--- src/rtl/robot_pkg.sv ---
// Move codes shared with the robot motor FSM, plus the scheduler state encoding.
package robot_pkg;

    localparam logic [2:0] MV_STOP  = 3'b000;
    localparam logic [2:0] MV_FWD   = 3'b111;
    localparam logic [2:0] MV_LEFT  = 3'b101;
    localparam logic [2:0] MV_RIGHT = 3'b110;
    localparam logic [2:0] MV_BACK  = 3'b011;

    typedef enum logic [2:0] {
        ST_OFF,
        ST_WAKE,
        ST_IDLE,
        ST_RUN,
        ST_DOWN
    } sched_state_e;

endpackage

--- src/rtl/robot_cmd_fifo.sv ---
// Synchronous command FIFO with a flush that still honors a same-cycle push.
module robot_cmd_fifo #(
    parameter int WIDTH = 11,
    parameter int DEPTH = 4
) (
    input  logic                     clk_i,
    input  logic                     rstn_i,
    input  logic                     push_i,
    input  logic                     pop_i,
    input  logic                     flush_i,
    input  logic [WIDTH-1:0]         wdata_i,
    output logic [WIDTH-1:0]         rdata_o,
    output logic                     full_o,
    output logic                     empty_o,
    output logic [$clog2(DEPTH):0]   count_o
);
    localparam int AW = $clog2(DEPTH);

    logic [WIDTH-1:0] mem_q [DEPTH];
    logic [AW-1:0]    wr_ptr_q, rd_ptr_q;
    logic [AW:0]      count_q;
    logic             do_push, do_pop;

    assign full_o  = (count_q == (AW+1)'(DEPTH));
    assign empty_o = (count_q == '0);
    assign count_o = count_q;
    assign rdata_o = mem_q[rd_ptr_q];
    assign do_push = push_i && !full_o;
    assign do_pop  = pop_i && !empty_o;

    // Depth is a power of two, so the pointers wrap by plain overflow.
    always_ff @(posedge clk_i or negedge rstn_i) begin
        if (!rstn_i) begin
            wr_ptr_q <= '0;
            rd_ptr_q <= '0;
            count_q  <= '0;
        end else if (flush_i) begin
            rd_ptr_q <= '0;
            wr_ptr_q <= do_push ? AW'(1) : '0;
            count_q  <= do_push ? (AW+1)'(1) : '0;
        end else begin
            if (do_push) wr_ptr_q <= wr_ptr_q + AW'(1);
            if (do_pop)  rd_ptr_q <= rd_ptr_q + AW'(1);
            case ({do_push, do_pop})
                2'b10:   count_q <= count_q + (AW+1)'(1);
                2'b01:   count_q <= count_q - (AW+1)'(1);
                default: count_q <= count_q;
            endcase
        end
    end

    always_ff @(posedge clk_i) begin
        if (do_push) mem_q[flush_i ? '0 : wr_ptr_q] <= wdata_i;
    end

endmodule

--- src/rtl/robot_cmd_sched.sv ---
// Command scheduler for the tracked robot: queues timed moves, sequences motor
// power, and arbitrates between the queue, the live override and the obstacle tracker.
module robot_cmd_sched
    import robot_pkg::*;
#(
    parameter int FIFO_DEPTH = 4,
    parameter int DUR_W      = 8,
    parameter int WAKE_TO    = 16,
    parameter int IDLE_TO    = 64
) (
    input  logic             clk_i,
    input  logic             rstn_i,
    input  logic             cmd_valid_i,
    output logic             cmd_ready_o,
    input  logic [2:0]       cmd_move_i,
    input  logic [DUR_W-1:0] cmd_dur_i,
    input  logic             rc_req_i,
    input  logic [2:0]       rc_move_i,
    output logic             motor_on_o,
    input  logic             motor_status_i,
    output logic [2:0]       move_o,
    input  logic             tracker_status_i,
    output logic             busy_o,
    output logic             done_o,
    output logic             blocked_o,
    output logic             err_o
);
    localparam int CNT_W = $clog2(FIFO_DEPTH) + 1;
    localparam int WK_W  = $clog2(WAKE_TO + 1);
    localparam int ID_W  = $clog2(IDLE_TO + 1);

    sched_state_e     state_q, state_d;
    logic [2:0]       move_q, move_d;
    logic [2:0]       cur_move_q, cur_move_d;
    logic [DUR_W-1:0] dur_q, dur_d;
    logic [WK_W-1:0]  wake_cnt_q, wake_cnt_d;
    logic [ID_W-1:0]  idle_cnt_q, idle_cnt_d;
    logic             motor_on_q, motor_on_d;
    logic             done_q, done_d;
    logic             blocked_q, blocked_d;
    logic             err_q, err_d;

    logic             cmd_push, fifo_pop, fifo_flush;
    logic             fifo_full, fifo_empty;
    logic [CNT_W-1:0] fifo_cnt;
    logic [DUR_W+2:0] fifo_rdata;
    logic [2:0]       head_move;
    logic [DUR_W-1:0] head_dur;
    logic             unused_full;

    assign cmd_ready_o = (fifo_cnt != CNT_W'(FIFO_DEPTH));
    assign cmd_push    = cmd_valid_i && cmd_ready_o;
    assign head_move   = fifo_rdata[DUR_W+2:DUR_W];
    assign head_dur    = fifo_rdata[DUR_W-1:0];
    assign unused_full = fifo_full;

    robot_cmd_fifo #(
        .WIDTH (DUR_W + 3),
        .DEPTH (FIFO_DEPTH)
    ) u_fifo (
        .clk_i   (clk_i),
        .rstn_i  (rstn_i),
        .push_i  (cmd_push),
        .pop_i   (fifo_pop),
        .flush_i (fifo_flush),
        .wdata_i ({cmd_move_i, cmd_dur_i}),
        .rdata_o (fifo_rdata),
        .full_o  (fifo_full),
        .empty_o (fifo_empty),
        .count_o (fifo_cnt)
    );

    always_comb begin
        state_d    = state_q;
        move_d     = MV_STOP;
        cur_move_d = cur_move_q;
        dur_d      = dur_q;
        wake_cnt_d = wake_cnt_q;
        idle_cnt_d = idle_cnt_q;
        motor_on_d = motor_on_q;
        done_d     = 1'b0;
        blocked_d  = 1'b0;
        err_d      = err_q;
        fifo_pop   = 1'b0;
        fifo_flush = 1'b0;

        // A wake timeout later in this block takes precedence over the clear.
        if (cmd_push) err_d = 1'b0;

        unique case (state_q)
            ST_OFF: begin
                motor_on_d = 1'b0;
                if (!fifo_empty || rc_req_i) begin
                    state_d    = ST_WAKE;
                    motor_on_d = 1'b1;
                    wake_cnt_d = '0;
                end
            end
            ST_WAKE: begin
                motor_on_d = 1'b1;
                if (motor_status_i) begin
                    state_d    = ST_IDLE;
                    idle_cnt_d = '0;
                end else if (wake_cnt_q == WK_W'(WAKE_TO - 1)) begin
                    err_d      = 1'b1;
                    fifo_flush = 1'b1;
                    motor_on_d = 1'b0;
                    state_d    = ST_DOWN;
                end else begin
                    wake_cnt_d = wake_cnt_q + WK_W'(1);
                end
            end
            ST_IDLE: begin
                if (!motor_status_i) begin
                    state_d    = ST_WAKE;
                    wake_cnt_d = '0;
                end else if (rc_req_i) begin
                    move_d     = rc_move_i;
                    idle_cnt_d = '0;
                end else if (!fifo_empty) begin
                    fifo_pop   = 1'b1;
                    cur_move_d = head_move;
                    dur_d      = (head_dur == '0) ? DUR_W'(1) : head_dur;
                    move_d     = head_move;
                    state_d    = ST_RUN;
                end else if (idle_cnt_q == ID_W'(IDLE_TO - 1)) begin
                    motor_on_d = 1'b0;
                    state_d    = ST_DOWN;
                end else begin
                    idle_cnt_d = idle_cnt_q + ID_W'(1);
                end
            end
            ST_RUN: begin
                // Power loss drops the command; tracker abort beats override beats countdown.
                if (!motor_status_i) begin
                    state_d    = ST_WAKE;
                    wake_cnt_d = '0;
                end else if (tracker_status_i && cur_move_q == MV_FWD) begin
                    blocked_d  = 1'b1;
                    dur_d      = '0;
                    idle_cnt_d = '0;
                    state_d    = ST_IDLE;
                end else if (rc_req_i) begin
                    move_d = rc_move_i;
                end else if (dur_q == DUR_W'(1)) begin
                    done_d     = 1'b1;
                    dur_d      = '0;
                    idle_cnt_d = '0;
                    state_d    = ST_IDLE;
                end else begin
                    dur_d  = dur_q - DUR_W'(1);
                    move_d = cur_move_q;
                end
            end
            ST_DOWN: begin
                motor_on_d = 1'b0;
                if (!motor_status_i) state_d = ST_OFF;
            end
            default: begin
                state_d    = ST_OFF;
                motor_on_d = 1'b0;
            end
        endcase
    end

    always_ff @(posedge clk_i or negedge rstn_i) begin
        if (!rstn_i) begin
            state_q    <= ST_OFF;
            move_q     <= MV_STOP;
            cur_move_q <= MV_STOP;
            dur_q      <= '0;
            wake_cnt_q <= '0;
            idle_cnt_q <= '0;
            motor_on_q <= 1'b0;
            done_q     <= 1'b0;
            blocked_q  <= 1'b0;
            err_q      <= 1'b0;
        end else begin
            state_q    <= state_d;
            move_q     <= move_d;
            cur_move_q <= cur_move_d;
            dur_q      <= dur_d;
            wake_cnt_q <= wake_cnt_d;
            idle_cnt_q <= idle_cnt_d;
            motor_on_q <= motor_on_d;
            done_q     <= done_d;
            blocked_q  <= blocked_d;
            err_q      <= err_d;
        end
    end

    assign move_o     = move_q;
    assign motor_on_o = motor_on_q;
    assign done_o     = done_q;
    assign blocked_o  = blocked_q;
    assign err_o      = err_q;
    assign busy_o     = (state_q != ST_OFF);

endmodule
--- config.mk ---
export PLATFORM = sky130hd
export DESIGN_NAME = robot_cmd_sched
export DESIGN_NICKNAME = d
export VERILOG_FILES = /design/src/rtl/robot_pkg.sv /design/src/rtl/robot_cmd_fifo.sv /design/src/rtl/robot_cmd_sched.sv
export SDC_FILE = /design/constraint.sdc
export NUM_CORES = 1
export LEC_CHECK = 0
export CORE_MARGIN = 2
export CORE_UTILIZATION = 50
export DETAILED_ROUTE_END_ITERATION = 10
export GPL_TIMING_DRIVEN = 0
export PLACE_DENSITY = 0.78
export SLEW_MARGIN = 20
export SYNTH_ARGS = -nofsm -noshare
export SYNTH_HDL_FRONTEND = slang
export SYNTH_HIERARCHICAL = 1
export SYNTH_SLANG_ARGS = --single-unit
--- constraint.sdc ---
create_clock -name clk_i -period 5.2 [get_ports clk_i]
set_input_delay 1.56 -clock clk_i [delete_from_list [all_inputs] [get_ports clk_i]]
set_output_delay 1.56 -clock clk_i [all_outputs]
set_load 0.05 [all_outputs]
==> summary.md, run 1 <==
| Metric | Value |
|---|---|
| Outcome | `finished clean` |
| Synthesized area | `4080 um^2` |
| Area delta synth->final | `15.7%` |
| Slew Limit Fails | `0` |
| Slowest cell delay on critical path | `650 ps` |
| Worst-path clk slew | `80 ps` |
| H-tree depth | `3` |
| WL met3 | `438 um` |
| Multi-input gate area | `1650 um^2` |
| Crit Path Class | `input pin to flop` |
| Die W | `94.3 um` |
| Initial core utilization | `0.523` |
| Final Power | `2.22 mW` |
| Slew @ Worst Pin | `1010 ps` |
| Unrepaired setup endpoints after global routing | `no` |
| Startpoint Class | `input pin` |
| Post-DP HPWL | `5780 um` |
| Fin. Hold Viols | `0` |
| Highest routed layer | `met4` |
| WHS Endpoint | `wake_cnt_q[4]$_DFFE_PN0P_` |
| Reg area | `2320 um^2` |
| Global Route Usage Sum | `0.193` |
| Clock sinks | `84` |
| Post-route minimum period | `4570 ps` |
| Grt ovf | `0` |
| Root buf cell | `clkbuf_8` |
| Register-to-register setup slack | `1900 ps` |
| Reg2reg end | `u_fifo/count_o[1]$_DFFE_PN0P_` |
| Core ar. | `7810 um^2` |
| Ys Warns | `6` |
| Setup Total Neg Slack | `0 ps` |
| Routed Antenna Nets | `0` |
| Post-CTS setup buffer count | `0` |
| Met2 routed WL | `4050 um` |
| Hold path startpoint | `wake_cnt_q[4]$_DFFE_PN0P_` |
| Pre-CTS WS | `323 ps` |
| F_max | `0.219 GHz` |
| Top cell by count, worst path | `nor3_1` |
| Post-Syn Nets | `366` |
| Max-cap viol count | `0` |
| Die footprint | `8900 um^2` |
| CTS tree | `yes` |
| Critical Path End Type | `flop` |
| Worst skew pair latency | `370 ps` |
| Worst slew margin | `0.324` |
| Post-CTS Hold Fix Bufs | `0` |
| Crit. Startpoint | `rc_req_i` |
| Hold Path Class | `flop to flop` |
| Reg2reg path depth | `12` |
| Peak supply drop | `0.259 mV` |
| Power per cell area | `469 nW/um^2` |
| Min-Delay Path Depth | `2` |
| Final WL | `7950 um` |
| Crit path DAT | `4810 ps` |
| First-pass GRT wire length | `13,200 um` |
| Final hold slack | `484 ps` |
| Die H | `94.3 um` |
| Nets | `408` |
| FF-to-FF Start | `u_fifo/count_o[0]$_DFFE_PN0P_` |
| # IOs | `29` |
| Slowest stage cell, crit path | `nor3_1` |
| Vias in the first global route | `2,770` |
| Data required, critical path | `5440 ps` |
| Fin Clk Skew | `10.1 ps` |
| Number of antenna violations at the first check in global routing | `0` |
| Layout filler cell count | `624` |
| Via-to-Cell Ratio | `5.87` |
| Final WS setup | `631 ps` |
| Crit path max fanout | `10` |
| # setup viols final | `0` |
| Number of I/O port buffers | `27` |
| Vias | `2,870` |
| Tcrit/Tclk final | `0.879` |
| Cell row count | `32` |
| DRC viols | `0` |
| Share of cells above drive strength 1 | `0.145` |
| Number of gates resized after cts | `0` |
| Largest net degree at the start of global routing | `25` |
| Wl on met1 | `3370 um` |
| Max clock buf depth | `2` |
| Gp weighted congestion | `0.885` |
| Mean Syn Cell Area | `12.0 um^2` |
| Static Leak | `1.79 nW` |
| Post-Synthesis Cells | `340` |
| Drt wl/cell | `16.3 um` |
| Antenna Cells | `0` |
| Drt pass-1 iters | `5` |
| CTS buffer count | `9` |
| Crit-path cells | `clkdlybuf4s50_1 > clkbuf_1 > nor3_1 > nand3_1 > inv_1 > buf_2 > nand2b_1 > nor2_1 > fa_1 > o21ai_0 > a31oi_1 > a21oi_1 > nor3_1` |
| Initial DRC count | `211` |
-- critical path: cells and delay by family --
kind                     cells  cell delay [ps]
AND/OR/NAND/NOR              5             1270
buffers and inverters        4             1200
adder cells (fa/ha/maj)      1              450
AO/OA/AOI/OAI                3              310
-- placed cells by master, fill, tap and decap left out, types with 6 or more instances in the layout --
cell type	instances
a21oi_1	17
clkbuf_1	9
clkbuf_8	9
clkdlybuf4s50_1	26
dfrtp_1	40
edfxtp_1	44
inv_1	13
mux4_2	11
nand2_1	22
nand2b_1	6
nand3_1	9
nor2_1	26
nor2b_1	13
nor3_1	11
o21ai_0	24
-- how the worst max path moves through the flow --
| stage | end | slack, ps | cells past startpoint |
|---|---|---|---|
| after floorplan | u_fifo/count_o[1]$_DFFE_PN0P_ | 1380 | 12 |
| after global placement | u_fifo/count_o[1]$_DFFE_PN0P_ | 360 | 13 |
| after detailed placement | u_fifo/count_o[1]$_DFFE_PN0P_ | 320 | 13 |
| after CTS | u_fifo/count_o[1]$_DFFE_PN0P_ | 700 | 13 |
| after global routing | u_fifo/count_o[1]$_DFFE_PN0P_ | 330 | 13 |
| final | u_fifo/count_o[1]$_DFFE_PN0P_ | 630 | 13 |
-- state kept, by name (all words and copies together) (netlist names), 2 cells and up --
register / count
cur_move_q: 3
dur_q: 8
idle_cnt_q: 7
move_o: 3
state_q: 3
u_fifo/count_o: 3
u_fifo/mem_q: 44
u_fifo/rd_ptr_q: 2
u_fifo/wr_ptr_q: 2
wake_cnt_q: 5
-- area by class of cell --
cell class | count | share of cell area
clock buffers | 10 | 0.0270
inverters | 13 | 0.0103
flip-flops and latches | 84 | 0.492
multi-input cells | 228 | 0.350
plain buffers | 15 | 0.0156
well taps | 102 | 0.0270
clock inverters | 6 | 0.0133
repair buffers | 31 | 0.0652
-- layer usage --
layer / up-vias / track usage
met5: - / 0
met4: 0 / 0.0616
met2: 79 / 0.327
met3: 9 / 0.0471
met1: 1419 / 0.246
li1: 1363 / -
-- report_power, final --
group | leakage, nW | internal, mW | switching [mW]
Sequential | 0.921 | 0.818 | 0.104
Clock | 0.0865 | 0.221 | 0.228
Combinational | 0.781 | 0.360 | 0.483
-- per-stage QoR --
step | instance area (um^2) | util | std cells
6_report | 4720 | 0.605 | 489
5_1_grt | 4720 | 0.605 | 489
4_1_cts | 4720 | 0.605 | 489
3_5_place_dp | 4530 | 0.580 | 473
3_3_place_gp | 4480 | 0.574 | 469
2_1_floorplan | 4080 | - | 340
Note: power is estimated with default switching activity, not from simulation.
==> inputs of run 2 (changes only) <==
- MAX_ROUTING_LAYER: unset -> met4
==> summary.md, run 2 (same netlist as run 1, synthesis figures left out) <==
| Metric | Value |
|---|---|
| # setup viols final | `0 (unchanged)` |
| Routed Antenna Nets | `0 (unchanged)` |
| Vias | `2,856 (was 2,870)` |
| Largest regs | `u_fifo/mem_q: 44 flops, dur_q: 8 flops, idle_cnt_q: 7 flops (unchanged)` |
| Drt pass-1 iters | `5 (unchanged)` |
| Fin Clk Skew | `9.28 ps (was 10.1 ps)` |
| Crit Path Class | `input pin to flop (unchanged)` |
| Setup Total Neg Slack | `0 ps (unchanged)` |
| Hold path startpoint | `wake_cnt_q[4]$_DFFE_PN0P_ (unchanged)` |
| Multi-input gate area | `1650 um^2 (unchanged)` |
| Fin. Hold Viols | `0 (unchanged)` |
| Hold Path Class | `flop to flop (unchanged)` |
| Clk pwr share | `0.202 (was 0.203)` |
| Critical Path End Type | `flop (unchanged)` |
| F_max | `0.219 GHz (about the same)` |
| Initial core utilization | `0.523 (unchanged)` |
| Slew Limit Fails | `0 (unchanged)` |
| Max clock buf depth | `2 (unchanged)` |
| Initial DRC count | `207 (was 211)` |
| Nets | `408 (unchanged)` |
| Drt wl/cell | `16.3 um (about the same)` |
| Non-Filler Instances | `489 (unchanged)` |
| Crit. Startpoint | `rc_req_i (unchanged)` |
| Cell row count | `32 (unchanged)` |
| Register name with the most flops | `u_fifo/mem_q (unchanged)` |
| P_sw | `0.814 mW (was 0.816 mW)` |
| H-tree depth | `3 (unchanged)` |
| Layout filler cell count | `624 (unchanged)` |
| Post-route minimum period | `4570 ps (about the same)` |
| Die footprint | `8900 um^2 (unchanged)` |
| Root buf cell | `clkbuf_8 (unchanged)` |
| Number of antenna violations at the first check in global routing | `0 (unchanged)` |
| Post-DP HPWL | `5780 um (unchanged)` |
| Commonest non-fill, non-tap cell in the layout | `edfxtp_1 (unchanged)` |
| Worst slew margin | `0.322 (was 0.324)` |
| First-pass GRT wire length | `13,200 um (about the same)` |
| Largest net degree at the start of global routing | `25 (unchanged)` |
| Crit path DAT | `4800 ps (was 4810 ps)` |
| DRC viols | `0 (unchanged)` |
| Worst skew pair latency | `360 ps (was 370 ps)` |
| Number of I/O port buffers | `27 (unchanged)` |
| Post-CTS setup buffer count | `0 (unchanged)` |
| Data required, critical path | `5430 ps (was 5440 ps)` |
| Post-placement cell count | `473 (unchanged)` |
| # IOs | `29 (unchanged)` |
| Global Route Usage Sum | `0.199 (was 0.193)` |
| Core ar. | `7810 um^2 (unchanged)` |
| Vias in the first global route | `2,775 (was 2,770)` |
| Crit path max fanout | `10 (unchanged)` |
| FF-to-FF Start | `u_fifo/count_o[0]$_DFFE_PN0P_ (unchanged)` |
| Worst-path clk slew | `80 ps (about the same)` |
| Antenna Cells | `0 (unchanged)` |
| Outcome | `finished clean (unchanged)` |
| Startpoint Class | `input pin (unchanged)` |
| Tcrit/Tclk final | `0.879 (about the same)` |
| Die H | `94.3 um (unchanged)` |
| Final WL | `7980 um (was 7950 um)` |
| Share of cells above drive strength 1 | `0.145 (unchanged)` |
| CTS tree | `yes (unchanged)` |
| CTS buffer count | `9 (unchanged)` |
| Grt ovf | `0 (unchanged)` |
| Comb power frac | `0.381 (about the same)` |
| Power per cell area | `469 nW/um^2 (about the same)` |
| Slew @ Worst Pin | `1010 ps (about the same)` |
| Post-CTS Hold Fix Bufs | `0 (unchanged)` |
| Pint | `1.40 mW (about the same)` |
| Via-to-Cell Ratio | `5.84 (was 5.87)` |
| Commonest cells after routing, fill and taps aside | `edfxtp_1, dfrtp_1, nor2_1, clkdlybuf4s50_1, o21ai_0 (unchanged)` |
| Max FFs per register | `44 (unchanged)` |
| Static Leak | `1.79 nW (unchanged)` |
| Max-cap viol count | `0 (unchanged)` |
| Number of gates resized after cts | `0 (unchanged)` |
| Clock sinks | `84 (unchanged)` |
| Area delta synth->final | `15.7% (unchanged)` |
| Unrepaired setup endpoints after global routing | `no (unchanged)` |
| Sequential Power Share | `0.417 (about the same)` |
| Sw Ratio | `0.368 (about the same)` |
| Die W | `94.3 um (unchanged)` |
| Reg area | `2320 um^2 (unchanged)` |
| Gp weighted congestion | `0.899 (was 0.885)` |
| Peak supply drop | `0.258 mV (was 0.259 mV)` |
==> run 2: worst max-delay path, cell delays in order <==
cell and delay [ps]:
clkdlybuf4s50_1 500, clkbuf_1 280, nor3_1 650, nand3_1 310
inv_1 200, buf_2 230, nand2b_1 110, nor2_1 140
fa_1 450, o21ai_0 100, a31oi_1 60, a21oi_1 150
nor3_1 60
==> run 2: final cells by class <==
class | instances | area share
plain buffers | 15 | 0.0156
clock buffers | 10 | 0.0270
clock inverters | 6 | 0.0133
inverters | 13 | 0.0103
multi-input cells | 228 | 0.350
flip-flops and latches | 84 | 0.492
well taps | 102 | 0.0270
repair buffers | 31 | 0.0652
==> run 2: per-stage QoR <==
stage	area, um^2	power (mW)	hold WS [ps]	util	setup WS (ps)
5_1_grt	4720	2.36	524	0.605	331
3_5_place_dp	4530	1.77	474	0.580	323
6_report	4720	2.21	484	0.605	629
4_1_cts	4720	2.22	493	0.605	703
3_3_place_gp	4480	1.74	459	0.574	358
2_1_floorplan	4080	1.55	449	-	1380
==> run 2: worst paths after layout <==
path                                                  to  depth (start not counted)  slack (ps)
hold / removal                 wake_cnt_q[4]$_DFFE_PN0P_                          2         480
min in group asynchronous         motor_on_o$_DFFE_PN0P_                          1        1120
max in group asynchronous                err_o$_DFF_PN0_                          2        3620
setup / recovery           u_fifo/count_o[1]$_DFFE_PN0P_                         13         630
setup reg to reg           u_fifo/count_o[2]$_DFFE_PN0P_                         12        1880
hold reg to reg                wake_cnt_q[4]$_DFFE_PN0P_                          2         480
==> run 2: power by group through the flow <==
stage	registers (mW)	clock network (mW)	logic, mW
floorplan	0.932	0	0.619
finish	0.923	0.447	0.843
detailed placement	0.935	0	0.839
CTS	0.921	0.460	0.842
global placement	0.926	0	0.813
global route	0.942	0.492	0.926
==> run 2: routing by layer <==
layer	GRT usage	up-vias	part of all wire
met4	0.0616	0	0.0093
met2	0.327	84	0.51
met3	0.0471	10	0.055
li1	-	1365	-
met5	-	-	0
met1	0.247	1397	0.43
